===== src/rtl/gp_isa_pkg.sv =====
// Shared GP-Core ISA definitions for the instruction encoder: opcodes, field positions,
// immediate limits, FSM states and the tuple-to-word encode function.
package gp_isa_pkg;

    localparam logic [3:0]  OP_RTYPE = 4'h0;
    localparam logic [3:0]  OP_ADDI  = 4'h1;
    localparam logic [3:0]  OP_LDB   = 4'h7;
    localparam logic [3:0]  OP_STB   = 4'h8;
    localparam logic [3:0]  OP_BR    = 4'h9;
    localparam logic [3:0]  OP_VEC   = 4'hB;
    localparam logic [15:0] NOP_WORD = 16'hF000;

    localparam int OPC_LSB  = 12;
    localparam int RD_LSB   = 9;
    localparam int RS1_LSB  = 6;
    localparam int RS2_LSB  = 3;
    localparam int FUNC_LSB = 0;
    localparam int IMM_LSB  = 0;
    localparam int OPC_W    = 4;
    localparam int REG_W    = 3;
    localparam int IMM6_W   = 6;
    localparam int IMM9_W   = 9;

    localparam logic signed [15:0] IMM6_MIN = -16'sd32;
    localparam logic signed [15:0] IMM6_MAX = 16'sd31;
    localparam logic signed [15:0] IMM9_MIN = -16'sd256;
    localparam logic signed [15:0] IMM9_MAX = 16'sd255;

    typedef enum logic [1:0] {
        IDLE,
        RUN,
        DONE
    } enc_state_t;

    typedef struct packed {
        logic [15:0] word;
        logic        illegal;
        logic        range_err;
    } enc_result_t;

    // Rejected tuples still produce a NOP so the IMEM address sequence stays aligned.
    function automatic enc_result_t encode_tuple(
        input logic [3:0]         opcode,
        input logic [2:0]         rd,
        input logic [2:0]         rs1,
        input logic [2:0]         rs2,
        input logic [2:0]         func,
        input logic signed [15:0] imm
    );
        enc_result_t res;
        res.word      = '0;
        res.illegal   = 1'b0;
        res.range_err = 1'b0;
        res.word[OPC_LSB +: OPC_W] = opcode;
        case (opcode)
            OP_RTYPE, OP_VEC: begin
                res.word[RD_LSB   +: REG_W] = rd;
                res.word[RS1_LSB  +: REG_W] = rs1;
                res.word[RS2_LSB  +: REG_W] = rs2;
                res.word[FUNC_LSB +: REG_W] = func;
            end
            OP_ADDI, OP_LDB, OP_STB: begin
                if (imm >= IMM6_MIN && imm <= IMM6_MAX) begin
                    res.word[RD_LSB  +: REG_W]  = rd;
                    res.word[RS1_LSB +: REG_W]  = rs1;
                    res.word[IMM_LSB +: IMM6_W] = imm[IMM6_W-1:0];
                end else begin
                    res.word      = NOP_WORD;
                    res.range_err = 1'b1;
                end
            end
            OP_BR: begin
                if (imm >= IMM9_MIN && imm <= IMM9_MAX) begin
                    res.word[RD_LSB  +: REG_W]  = rd;
                    res.word[IMM_LSB +: IMM9_W] = imm[IMM9_W-1:0];
                end else begin
                    res.word      = NOP_WORD;
                    res.range_err = 1'b1;
                end
            end
            default: begin
                res.word    = NOP_WORD;
                res.illegal = 1'b1;
            end
        endcase
        return res;
    endfunction

endpackage


===== src/rtl/gp_enc_fifo.sv =====
// Synchronous FIFO buffering encoded words between tuple acceptance and IMEM writes.
// DEPTH must be a power of two; push when full and pop when empty are ignored.
module gp_enc_fifo #(
    parameter int DEPTH = 4,
    parameter int WIDTH = 16
) (
    input  logic             clk,
    input  logic             rst,
    input  logic             push_i,
    input  logic [WIDTH-1:0] push_data_i,
    input  logic             pop_i,
    output logic             full_o,
    output logic             empty_o,
    output logic [WIDTH-1:0] head_o
);

    localparam int               PTR_W     = (DEPTH > 1) ? $clog2(DEPTH) : 1;
    localparam logic [PTR_W-1:0] PTR_ONE   = PTR_W'(1);
    localparam logic [PTR_W:0]   CNT_ONE   = (PTR_W + 1)'(1);
    localparam logic [PTR_W:0]   CNT_DEPTH = (PTR_W + 1)'(DEPTH);

    logic [WIDTH-1:0] mem_q [DEPTH];
    logic [PTR_W-1:0] wr_ptr_q, rd_ptr_q;
    logic [PTR_W:0]   count_q, count_d;
    logic             do_push, do_pop;

    assign full_o  = (count_q == CNT_DEPTH);
    assign empty_o = (count_q == '0);
    assign head_o  = mem_q[rd_ptr_q];
    assign do_push = push_i && !full_o;
    assign do_pop  = pop_i && !empty_o;

    // NOTE: count_d is assigned on every path before the case, so no latch is inferred.
    always_comb begin
        count_d = count_q;
        case ({do_push, do_pop})
            2'b10:   count_d = count_q + CNT_ONE;
            2'b01:   count_d = count_q - CNT_ONE;
            default: count_d = count_q;
        endcase
    end

    // NOTE: state registers use non-blocking assignments so every flop samples pre-edge values.
    always_ff @(posedge clk) begin
        if (rst) begin
            wr_ptr_q <= '0;
            rd_ptr_q <= '0;
            count_q  <= '0;
        end else begin
            if (do_push) wr_ptr_q <= wr_ptr_q + PTR_ONE;
            if (do_pop)  rd_ptr_q <= rd_ptr_q + PTR_ONE;
            count_q <= count_d;
        end
    end

    // NOTE: storage is not reset; the pointers define validity and consumers gate the head on !empty.
    always_ff @(posedge clk) begin
        if (do_push) mem_q[wr_ptr_q] <= push_data_i;
    end

endmodule


===== src/rtl/gp_instruction_encoder.sv =====
// Encodes field tuples into 16-bit GP-Core words and streams them into sequential IMEM addresses.
// Optional GP_ENC_CHECKSUM_EN adds a running XOR checksum of completed IMEM words.
module gp_instruction_encoder
    import gp_isa_pkg::*;
#(
    parameter int ADDR_W     = 10,
    parameter int FIFO_DEPTH = 4
) (
    input  logic              clk,
    input  logic              rst,
    input  logic              start,
    input  logic [ADDR_W-1:0] base_addr,
    input  logic [ADDR_W:0]   num_words,
    input  logic              in_valid,
    output logic              in_ready,
    input  logic [3:0]        in_opcode,
    input  logic [2:0]        in_rd,
    input  logic [2:0]        in_rs1,
    input  logic [2:0]        in_rs2,
    input  logic [2:0]        in_func,
    input  logic [15:0]       in_imm,
    output logic              imem_we,
    output logic [ADDR_W-1:0] imem_addr,
    output logic [15:0]       imem_wdata,
    input  logic              imem_ready,
    output logic              busy,
    output logic              done,
    output logic              err_illegal,
    output logic              err_range,
    output logic [ADDR_W:0]   words_written
`ifdef GP_ENC_CHECKSUM_EN
   ,output logic [15:0]       checksum
`endif
);

    localparam logic [ADDR_W-1:0] ADDR_ONE = ADDR_W'(1);
    localparam logic [ADDR_W:0]   CNT_ONE  = (ADDR_W + 1)'(1);

    enc_state_t        state_q, state_d;
    logic [ADDR_W-1:0] addr_q, addr_d;
    logic [ADDR_W:0]   num_q, num_d;
    logic [ADDR_W:0]   acc_q, acc_d;
    logic [ADDR_W:0]   wr_q, wr_d;
    logic              err_ill_q, err_ill_d;
    logic              err_rng_q, err_rng_d;
`ifdef GP_ENC_CHECKSUM_EN
    logic [15:0]       csum_q, csum_d;
`endif

    enc_result_t enc;
    logic        fifo_full, fifo_empty;
    logic [15:0] fifo_head;
    logic        push, pop;

    assign enc = encode_tuple(in_opcode, in_rd, in_rs1, in_rs2, in_func, in_imm);

    assign in_ready      = (state_q == RUN) && !fifo_full && (acc_q < num_q);
    assign imem_we       = (state_q == RUN) && !fifo_empty;
    assign imem_wdata    = imem_we ? fifo_head : '0;
    assign imem_addr     = addr_q;
    assign push          = in_valid && in_ready;
    assign pop           = imem_we && imem_ready;
    assign busy          = (state_q == RUN);
    assign done          = (state_q == DONE);
    assign err_illegal   = err_ill_q;
    assign err_range     = err_rng_q;
    assign words_written = wr_q;
`ifdef GP_ENC_CHECKSUM_EN
    assign checksum      = csum_q;
`endif

    gp_enc_fifo #(
        .DEPTH (FIFO_DEPTH),
        .WIDTH (16)
    ) u_fifo (
        .clk         (clk),
        .rst         (rst),
        .push_i      (push),
        .push_data_i (enc.word),
        .pop_i       (pop),
        .full_o      (fifo_full),
        .empty_o     (fifo_empty),
        .head_o      (fifo_head)
    );

    always_comb begin
        state_d   = state_q;
        addr_d    = addr_q;
        num_d     = num_q;
        acc_d     = acc_q;
        wr_d      = wr_q;
        err_ill_d = err_ill_q;
        err_rng_d = err_rng_q;
`ifdef GP_ENC_CHECKSUM_EN
        csum_d    = csum_q;
`endif
        case (state_q)
            IDLE: begin
                if (start) begin
                    addr_d    = base_addr;
                    num_d     = num_words;
                    acc_d     = '0;
                    wr_d      = '0;
                    err_ill_d = 1'b0;
                    err_rng_d = 1'b0;
`ifdef GP_ENC_CHECKSUM_EN
                    csum_d    = '0;
`endif
                    state_d   = (num_words != '0) ? RUN : DONE;
                end
            end
            RUN: begin
                if (push) begin
                    acc_d     = acc_q + CNT_ONE;
                    err_ill_d = err_ill_q | enc.illegal;
                    err_rng_d = err_rng_q | enc.range_err;
                end
                // Address wraps naturally at 2^ADDR_W.
                if (pop) begin
                    addr_d = addr_q + ADDR_ONE;
                    wr_d   = wr_q + CNT_ONE;
`ifdef GP_ENC_CHECKSUM_EN
                    csum_d = csum_q ^ fifo_head;
`endif
                    if (wr_d == num_q) state_d = DONE;
                end
            end
            DONE:    state_d = IDLE;
            default: state_d = IDLE;
        endcase
    end

    always_ff @(posedge clk) begin
        if (rst) begin
            state_q   <= IDLE;
            addr_q    <= '0;
            num_q     <= '0;
            acc_q     <= '0;
            wr_q      <= '0;
            err_ill_q <= 1'b0;
            err_rng_q <= 1'b0;
`ifdef GP_ENC_CHECKSUM_EN
            csum_q    <= '0;
`endif
        end else begin
            state_q   <= state_d;
            addr_q    <= addr_d;
            num_q     <= num_d;
            acc_q     <= acc_d;
            wr_q      <= wr_d;
            err_ill_q <= err_ill_d;
            err_rng_q <= err_rng_d;
`ifdef GP_ENC_CHECKSUM_EN
            csum_q    <= csum_d;
`endif
        end
    end

endmodule


===== config.mk =====
export PLATFORM = sky130hd
export DESIGN_NAME = gp_instruction_encoder
export DESIGN_NICKNAME = d
export VERILOG_FILES = /design/src/rtl/gp_isa_pkg.sv /design/src/rtl/gp_enc_fifo.sv /design/src/rtl/gp_instruction_encoder.sv
export SDC_FILE = /design/constraint.sdc
export NUM_CORES = 1
export LEC_CHECK = 0
export BUFFER_PORTS_ARGS = -buffer_cell sky130_fd_sc_hd__buf_2
export CELL_PAD_IN_SITES_DETAIL_PLACEMENT = 1
export CELL_PAD_IN_SITES_GLOBAL_PLACEMENT = 1
export CORE_AREA = 2 2 134 136
export CTS_BUF_LIST = sky130_fd_sc_hd__clkbuf_16
export CTS_CLUSTER_DIAMETER = 30
export DETAILED_ROUTE_END_ITERATION = 8
export DIE_AREA = 0 0 136 138
export GPL_TIMING_DRIVEN = 0
export PLACE_DENSITY = 0.65
export SYNTH_ARGS = -nofsm -noshare
export SYNTH_HDL_FRONTEND = slang
export SYNTH_SLANG_ARGS = --single-unit

===== constraint.sdc =====
create_clock -name clk -period 3.7 [get_ports clk]
set_input_delay 0.555 -clock clk [delete_from_list [all_inputs] [get_ports clk]]
set_output_delay 0.555 -clock clk [all_outputs]
set_load 0.02 [all_outputs]

# ---- Word-level counts from Yosys, hierarchy flattened
# Memories as Yosys holds them, arrays and structs flattened. A register that Yosys moved wholly into a read port is not among the register bits.
# Cells that the tools add are included.
dict set report totals {
  elab_cells 98
  memories 1
  rom_bits 0
  ram_bits 64
  register_bits 54
  latchBits 0
  inputBits 58
  out_inout_bits 43
}
dict set report classes {
  muxes 34
  n_bitwise 2
  reduce_logical 24
  div 0
  mul 0
  n_shift 0
  n_lt_le_gt_ge 5
  addsub 7
  eq_ne 15
}
# name words word_bits rd rd_ports_with_merged_regs wr line
set memory_table {}
lappend memory_table {u_fifo.mem_q 4 16 1 1 1 gp_enc_fifo.sv:22} ;# logic [WIDTH-1:0] mem_q [DEPTH];
# operator count
set op_table {}
lappend op_table {{11-bit case mux with 2 select lines} 2}
lappend op_table {{12-bit case mux with 3 select lines} 1}
lappend op_table {{11-bit 2-to-1 mux} 3}
lappend op_table {{12-bit 2-to-1 mux} 2}
lappend op_table {{11-bit by 1-bit adder with 11-bit output, second input constant} 2}
lappend op_table {{10-bit 2-to-1 mux} 2}
lappend op_table {{10-bit case mux with 2 select lines} 1}
lappend op_table {{16-bit by 6-bit >= comparator with 1-bit output, second input constant} 1}
lappend op_table {{16-bit by 9-bit >= comparator with 1-bit output, second input constant} 1}
lappend op_table {{16-bit by 6-bit less-or-equal comparator with 1-bit output, second input constant} 1}
lappend op_table {{16-bit by 9-bit less-or-equal comparator with 1-bit output, second input constant} 1}
lappend op_table {{16-bit 2-to-1 mux} 1}
lappend op_table {{4-bit equality test, second input constant} 3}
lappend op_table {{2-bit 2-to-1 mux} 6}
lappend op_table {{4-bit case mux with 3 select lines} 1}
lappend op_table {{11-bit equality test} 1}
lappend op_table {{11-bit less-than comparator} 1}
lappend op_table {{11-bit nonzero test} 1}
lappend op_table {{10-bit by 1-bit adder with 10-bit output, second input constant} 1}
lappend op_table {{1-bit logical AND} 9}
lappend op_table {{3-bit AND reduction} 3}
lappend op_table {{1-bit 2-to-1 mux} 8}
lappend op_table {{4-bit 2-to-1 mux} 2}
lappend op_table {{2-bit by 1-bit inequality test with 1-bit output, second input constant} 3}
lappend op_table {{22 further kinds} 30}

# ---- Longest topological paths before layout
dict set report depth {
  word_depth 8
  depth_mapped 14
  ltp_nobuf 13
}

# ---- Hierarchy
# A second synthesis with hierarchy kept.
dict set report hier_totals {
  hier_cells 586
  area_unflattened_um2 6155.9
}
# mod instances cells_each area_per_inst_um2
set modules_own_cells {}
lappend modules_own_cells {gp_instruction_encoder 1 448 3334.4}
lappend modules_own_cells {gp_enc_fifo 1 138 2821.5}

# ---- Worst setup path after synthesis
# No wires, ideal clock.
dict set report synth_path {
  kind {register -> register}
  from {register num_q[6]}
  to {register u_fifo.count_q[2]}
  slack_ps 1047
  setup_ps 70
  path_stages_with_launch 15
  arrival_time_ps 2583
  t_required_ps 3630
  path_cell_list {dfxtp_1 > inv_1 > ha_1 > nand2_1 > o21ai_0 > a21oi_1 > o21a_4 > inv_2 > buf_2 > ha_1 > inv_1 > fa_1 > xor2_1 > or3_1 > a21oi_1}
}
dict set report synth_via {
  elab_chain_cells 6
  elab_cells_between_ends 8
}
# item line
set synth_lines {}
lappend synth_lines {{start: declaration} gp_instruction_encoder.sv:41} ;# logic [ADDR_W:0] num_q, num_d;
lappend synth_lines {{start signal: assignment} gp_instruction_encoder.sv:148} ;# num_q <= num_d;
lappend synth_lines {{11-bit less-than comparator *} gp_instruction_encoder.sv:57} ;# assign in_ready = (state_q == RUN) && !fifo_full && (acc_q < num_q);
lappend synth_lines {{1-bit logical AND *} gp_instruction_encoder.sv:57}
lappend synth_lines {{1-bit logical AND *} gp_instruction_encoder.sv:61} ;# assign push = in_valid && in_ready;
lappend synth_lines {{1-bit logical AND *} gp_enc_fifo.sv:30} ;# assign do_push = push_i && !full_o;
lappend synth_lines {{2-bit by 1-bit equality test with 1-bit output or 2-bit equality test (tied branches)} gp_enc_fifo.sv:36} ;# case ({do_push, do_pop})
lappend synth_lines {{3-bit case mux with 2 select lines or 2-bit nonzero test (tied branches)} --}
lappend synth_lines {{end signal: assignment} gp_enc_fifo.sv:52} ;# count_q <= count_d;
lappend synth_lines {{end: declaration} gp_enc_fifo.sv:24} ;# logic [PTR_W:0] count_q, count_d;
# Every way passes the cells marked *; elsewhere a longest branch is shown, timed or not.
# A chain may end at the register's enable or synchronous reset.

# ---- Worst setup path in the final report
dict set report layout_path {
  from {register u_fifo.count_q[0]}
  to {output port imem_wdata[14]}
}
dict set report layout_via {
  elab_chain_cells 4
}
# item line
set layout_lines {}
lappend layout_lines {{3-bit zero test} gp_enc_fifo.sv:28} ;# assign empty_o = (count_q == '0);
lappend layout_lines {{1-bit zero test} gp_instruction_encoder.sv:58} ;# assign imem_we = (state_q == RUN) && !fifo_empty;
lappend layout_lines {{1-bit logical AND} gp_instruction_encoder.sv:58}
lappend layout_lines {{16-bit 2-to-1 mux} gp_instruction_encoder.sv:59} ;# assign imem_wdata = imem_we ? fifo_head : '0;
lappend layout_lines {{end: declaration} gp_instruction_encoder.sv:24} ;# output logic [15:0] imem_wdata,
# Every way passes these cells.

==> results.sh <==
export IMPL_outcome="finished clean"
export IMPL_setup_violations=0
export IMPL_ioPinCount=101
export IMPL_cts_max_path_buffers=2
export IMPL_wl_mm=16.4
export IMPL_reg2reg_depth=14
export IMPL_vdd_drop_max_v=0.000294
export IMPL_post_cts_resized=0
export IMPL_antenna_found_initial=1
export IMPL_die_w_um=136
export IMPL_start_util_pct=34.2
export IMPL_synth_xor_area_share_pct=3.51
export IMPL_post_drt_via_cell_ratio=5.21
export IMPL_reg2reg_from="num_q[2]"
export IMPL_clk_pin_slew_worst_paths_ns=0.06
export IMPL_port_buffers=98
export IMPL_synth_seq_cells=120
export IMPL_fin_crit_ns=3.12
export IMPL_fmax_ghz=0.321
export IMPL_cts_tree="yes"
export IMPL_synthFlopType="edfxtp_1"
export IMPL_cp_arrival_ns=2.56
export IMPL_critPathKind="flip-flop to output port"
export IMPL_yosysSeqAreaShare_pct=50.8
export IMPL_min_to="num_q[3]"
export IMPL_synth_compound_area_share_pct=13.6
export IMPL_hold_viol=0
export IMPL_clk_latency_ns=0.42
export IMPL_cts_setup_buffers=0
export IMPL_clock_sinks=120
export IMPL_h_tree_depth=4
export IMPL_relSlewSlack_pct=20.5
export IMPL_reg2reg_slack_ns=0.60
export IMPL_clock_tree_root_cell="clkbuf_16"
export IMPL_dr_first_iter_drc_count=192
export IMPL_synth_edff_count=64
export IMPL_hold_start="num_words[3]"
export IMPL_dpl_cell_area_um2=6770
export IMPL_tns_ns=0
export IMPL_reg2reg_to="u_fifo.count_q[2]"
export IMPL_instances_no_fill=938
export IMPL_rsz0062_at_grt="no"
export IMPL_skew_ns=0.00835
export IMPL_grt_overflow_total=0
export IMPL_drc=0
export IMPL_synth_distinct_cells=56
export IMPL_vias=4884
export IMPL_drt_pass1_iterations=6
export IMPL_avgSynthCellArea_um2=10.4
export IMPL_final_area_um2=7350
export IMPL_period_share_pct=84.2
export IMPL_grt_start_max_net_pins=17
export IMPL_async_reset_ff_share_pct=0
export IMPL_hp_class="input pin to flip-flop"
export IMPL_p_leak_nw=2.77
export IMPL_synth_cells=578
export IMPL_synthAdderAreaFrac_pct=4.10
export IMPL_drv_slew=0
export IMPL_cts_buffers=17
export IMPL_tightest_slew_ns=1.18
export IMPL_grt_pass1_vias=5125
export IMPL_syn_nets=655
export IMPL_synth_top_family_by_area="simple AND/OR/NAND/NOR gates"
export IMPL_synthSimpleGateAreaFrac_pct=18.2
export IMPL_end_kind="output port"
export IMPL_grt_use_total_pct=18.1
export IMPL_min_path_cells=3
export IMPL_cts_hold_fix_buffers=0
export IMPL_dp_hpwl_mm=11.9
export IMPL_crit_required_ns=3.14
export IMPL_synthMuxAreaShare_pct=6.35
export IMPL_finalPower_mw=3.44
export IMPL_nNetsFinal=772
export IMPL_die_y_um=138
export IMPL_syn_area_um2=5990
export IMPL_ys_warn_count=0
export IMPL_powerDensity_nw_per_um2=468
export IMPL_avgRoutedWirePerCell_um=17.5
export IMPL_crit_path_start_kind="flip-flop"
export IMPL_coreArea_um2=17500
export IMPL_dpl_cell_count=905
export IMPL_ant_nets=0
export IMPL_cap_violations=0
export IMPL_drive_gt1_share_pct=22.7
export IMPL_cp_max_fo=10
export IMPL_gp_congestion=0.893
export IMPL_grt_pass1_wl_mm=26.4
export IMPL_dieArea_um2=18800
export IMPL_syn2layout_area_growth_pct=22.7
export IMPL_rows=49
## logic make-up after synthesis
kind of cell    Yosys count
flops                   120
simple gates            219
compound gates          126
xor+xnor                 24
buf+inv                  52
mux                      18
fa+ha+maj                19
## sequential cells by signal, summed over array words and instances (netlist names), named ones only
name / cells
imem_addr: 10
acc_q: 11
words_written: 11
u_fifo.count_q: 3
err_range: 1
err_illegal: 1
u_fifo.wr_ptr_q: 2
state_q: 2
num_q: 11
u_fifo.mem_q: 64
u_fifo.rd_ptr_q: 2
## area by class of cell
class                           count  area, um2
Buffer                             28        115
Sequential cell                   120       3040
Antenna cell                        1       2.50
Multi-Input combinational cell    406       2740
Timing Repair Buffer               98        490
Tap cell                          229        287
Fill cell                        2017      10200
Clock buffer                       17        425
Clock inverter                     15        155
Inverter                           24       90.1
## power by group
group | internal (mW) | switching [mW]
Combinational | 0.124 | 0.208
Sequential | 1.44 | 0.0342
Clock | 0.952 | 0.685
Total | 2.51 | 0.927
## cell usage in the layout, fill, tap and decap left out, drive strengths merged, types with 16 or more instances in the layout
master / n
buf: 107
nand2: 64
edfxtp: 64
dfxtp: 56
a21oi: 52
nor2: 39
clkbuf: 36
inv: 34
nor2b: 23
nand3: 20
o21ai: 19
ha: 18
mux4: 16
## metal layers
metal	wire (um)	global-route usage, %	share of wire, %	up-vias
li1	-	-	-	2349
met1	7380	22.3	45	2422
met2	8170	30.8	50	93
met3	549	4.80	3.4	20
met4	283	5.59	1.7	0
met5	0	0	0	-
## stage by stage
stage	utilization, %	hold WS, ns	worst slack (ns)
2_1_floorplan	-	0.448	1.05
3_3_place_gp	38.6	0.460	0.717
3_5_place_dp	38.6	0.463	0.605
4_1_cts	41.9	0.367	0.508
5_1_grt	41.9	0.367	0.351
6_report	41.9	0.388	0.584
## worst max-delay path by stage
stage                      startpoint                end  cells past startpoint
detailed placement           num_q[2]  u_fifo.count_q[2]                     14
global placement             num_q[2]  u_fifo.count_q[2]                     14
finish              u_fifo.count_q[0]     imem_wdata[14]                      4
CTS                         flip-flop      imem_wdata[5]                      5
global route                 num_q[2]  u_fifo.count_q[2]                     14
floorplan                    num_q[6]  u_fifo.count_q[2]                     14
## critical path: stages, from the launching register on
cell	delay, ns
dfxtp_1	0.35
o31ai_1	0.99
clkbuf_1	0.48
nor2b_1	0.14
buf_2	0.19
## cells in the mapped netlist (all sizes together), types with 13 or more instances
library cell / count / share of area, %
a21oi: 52 / 4.3
clkbuf: 19 / 1.2
dfxtp: 56 / 19
edfxtp: 64 / 32
ha: 18 / 3.8
inv: 24 / 1.5
mux4: 16 / 6.0
nand2: 64 / 4.0
nand3: 20 / 1.7
nor2: 39 / 2.4
nor2b: 23 / 2.4
nor3: 13 / 1.1
o21ai: 19 / 1.6
xnor2: 13 / 1.9
No activity file was read; power rests on OpenSTA's default activity.
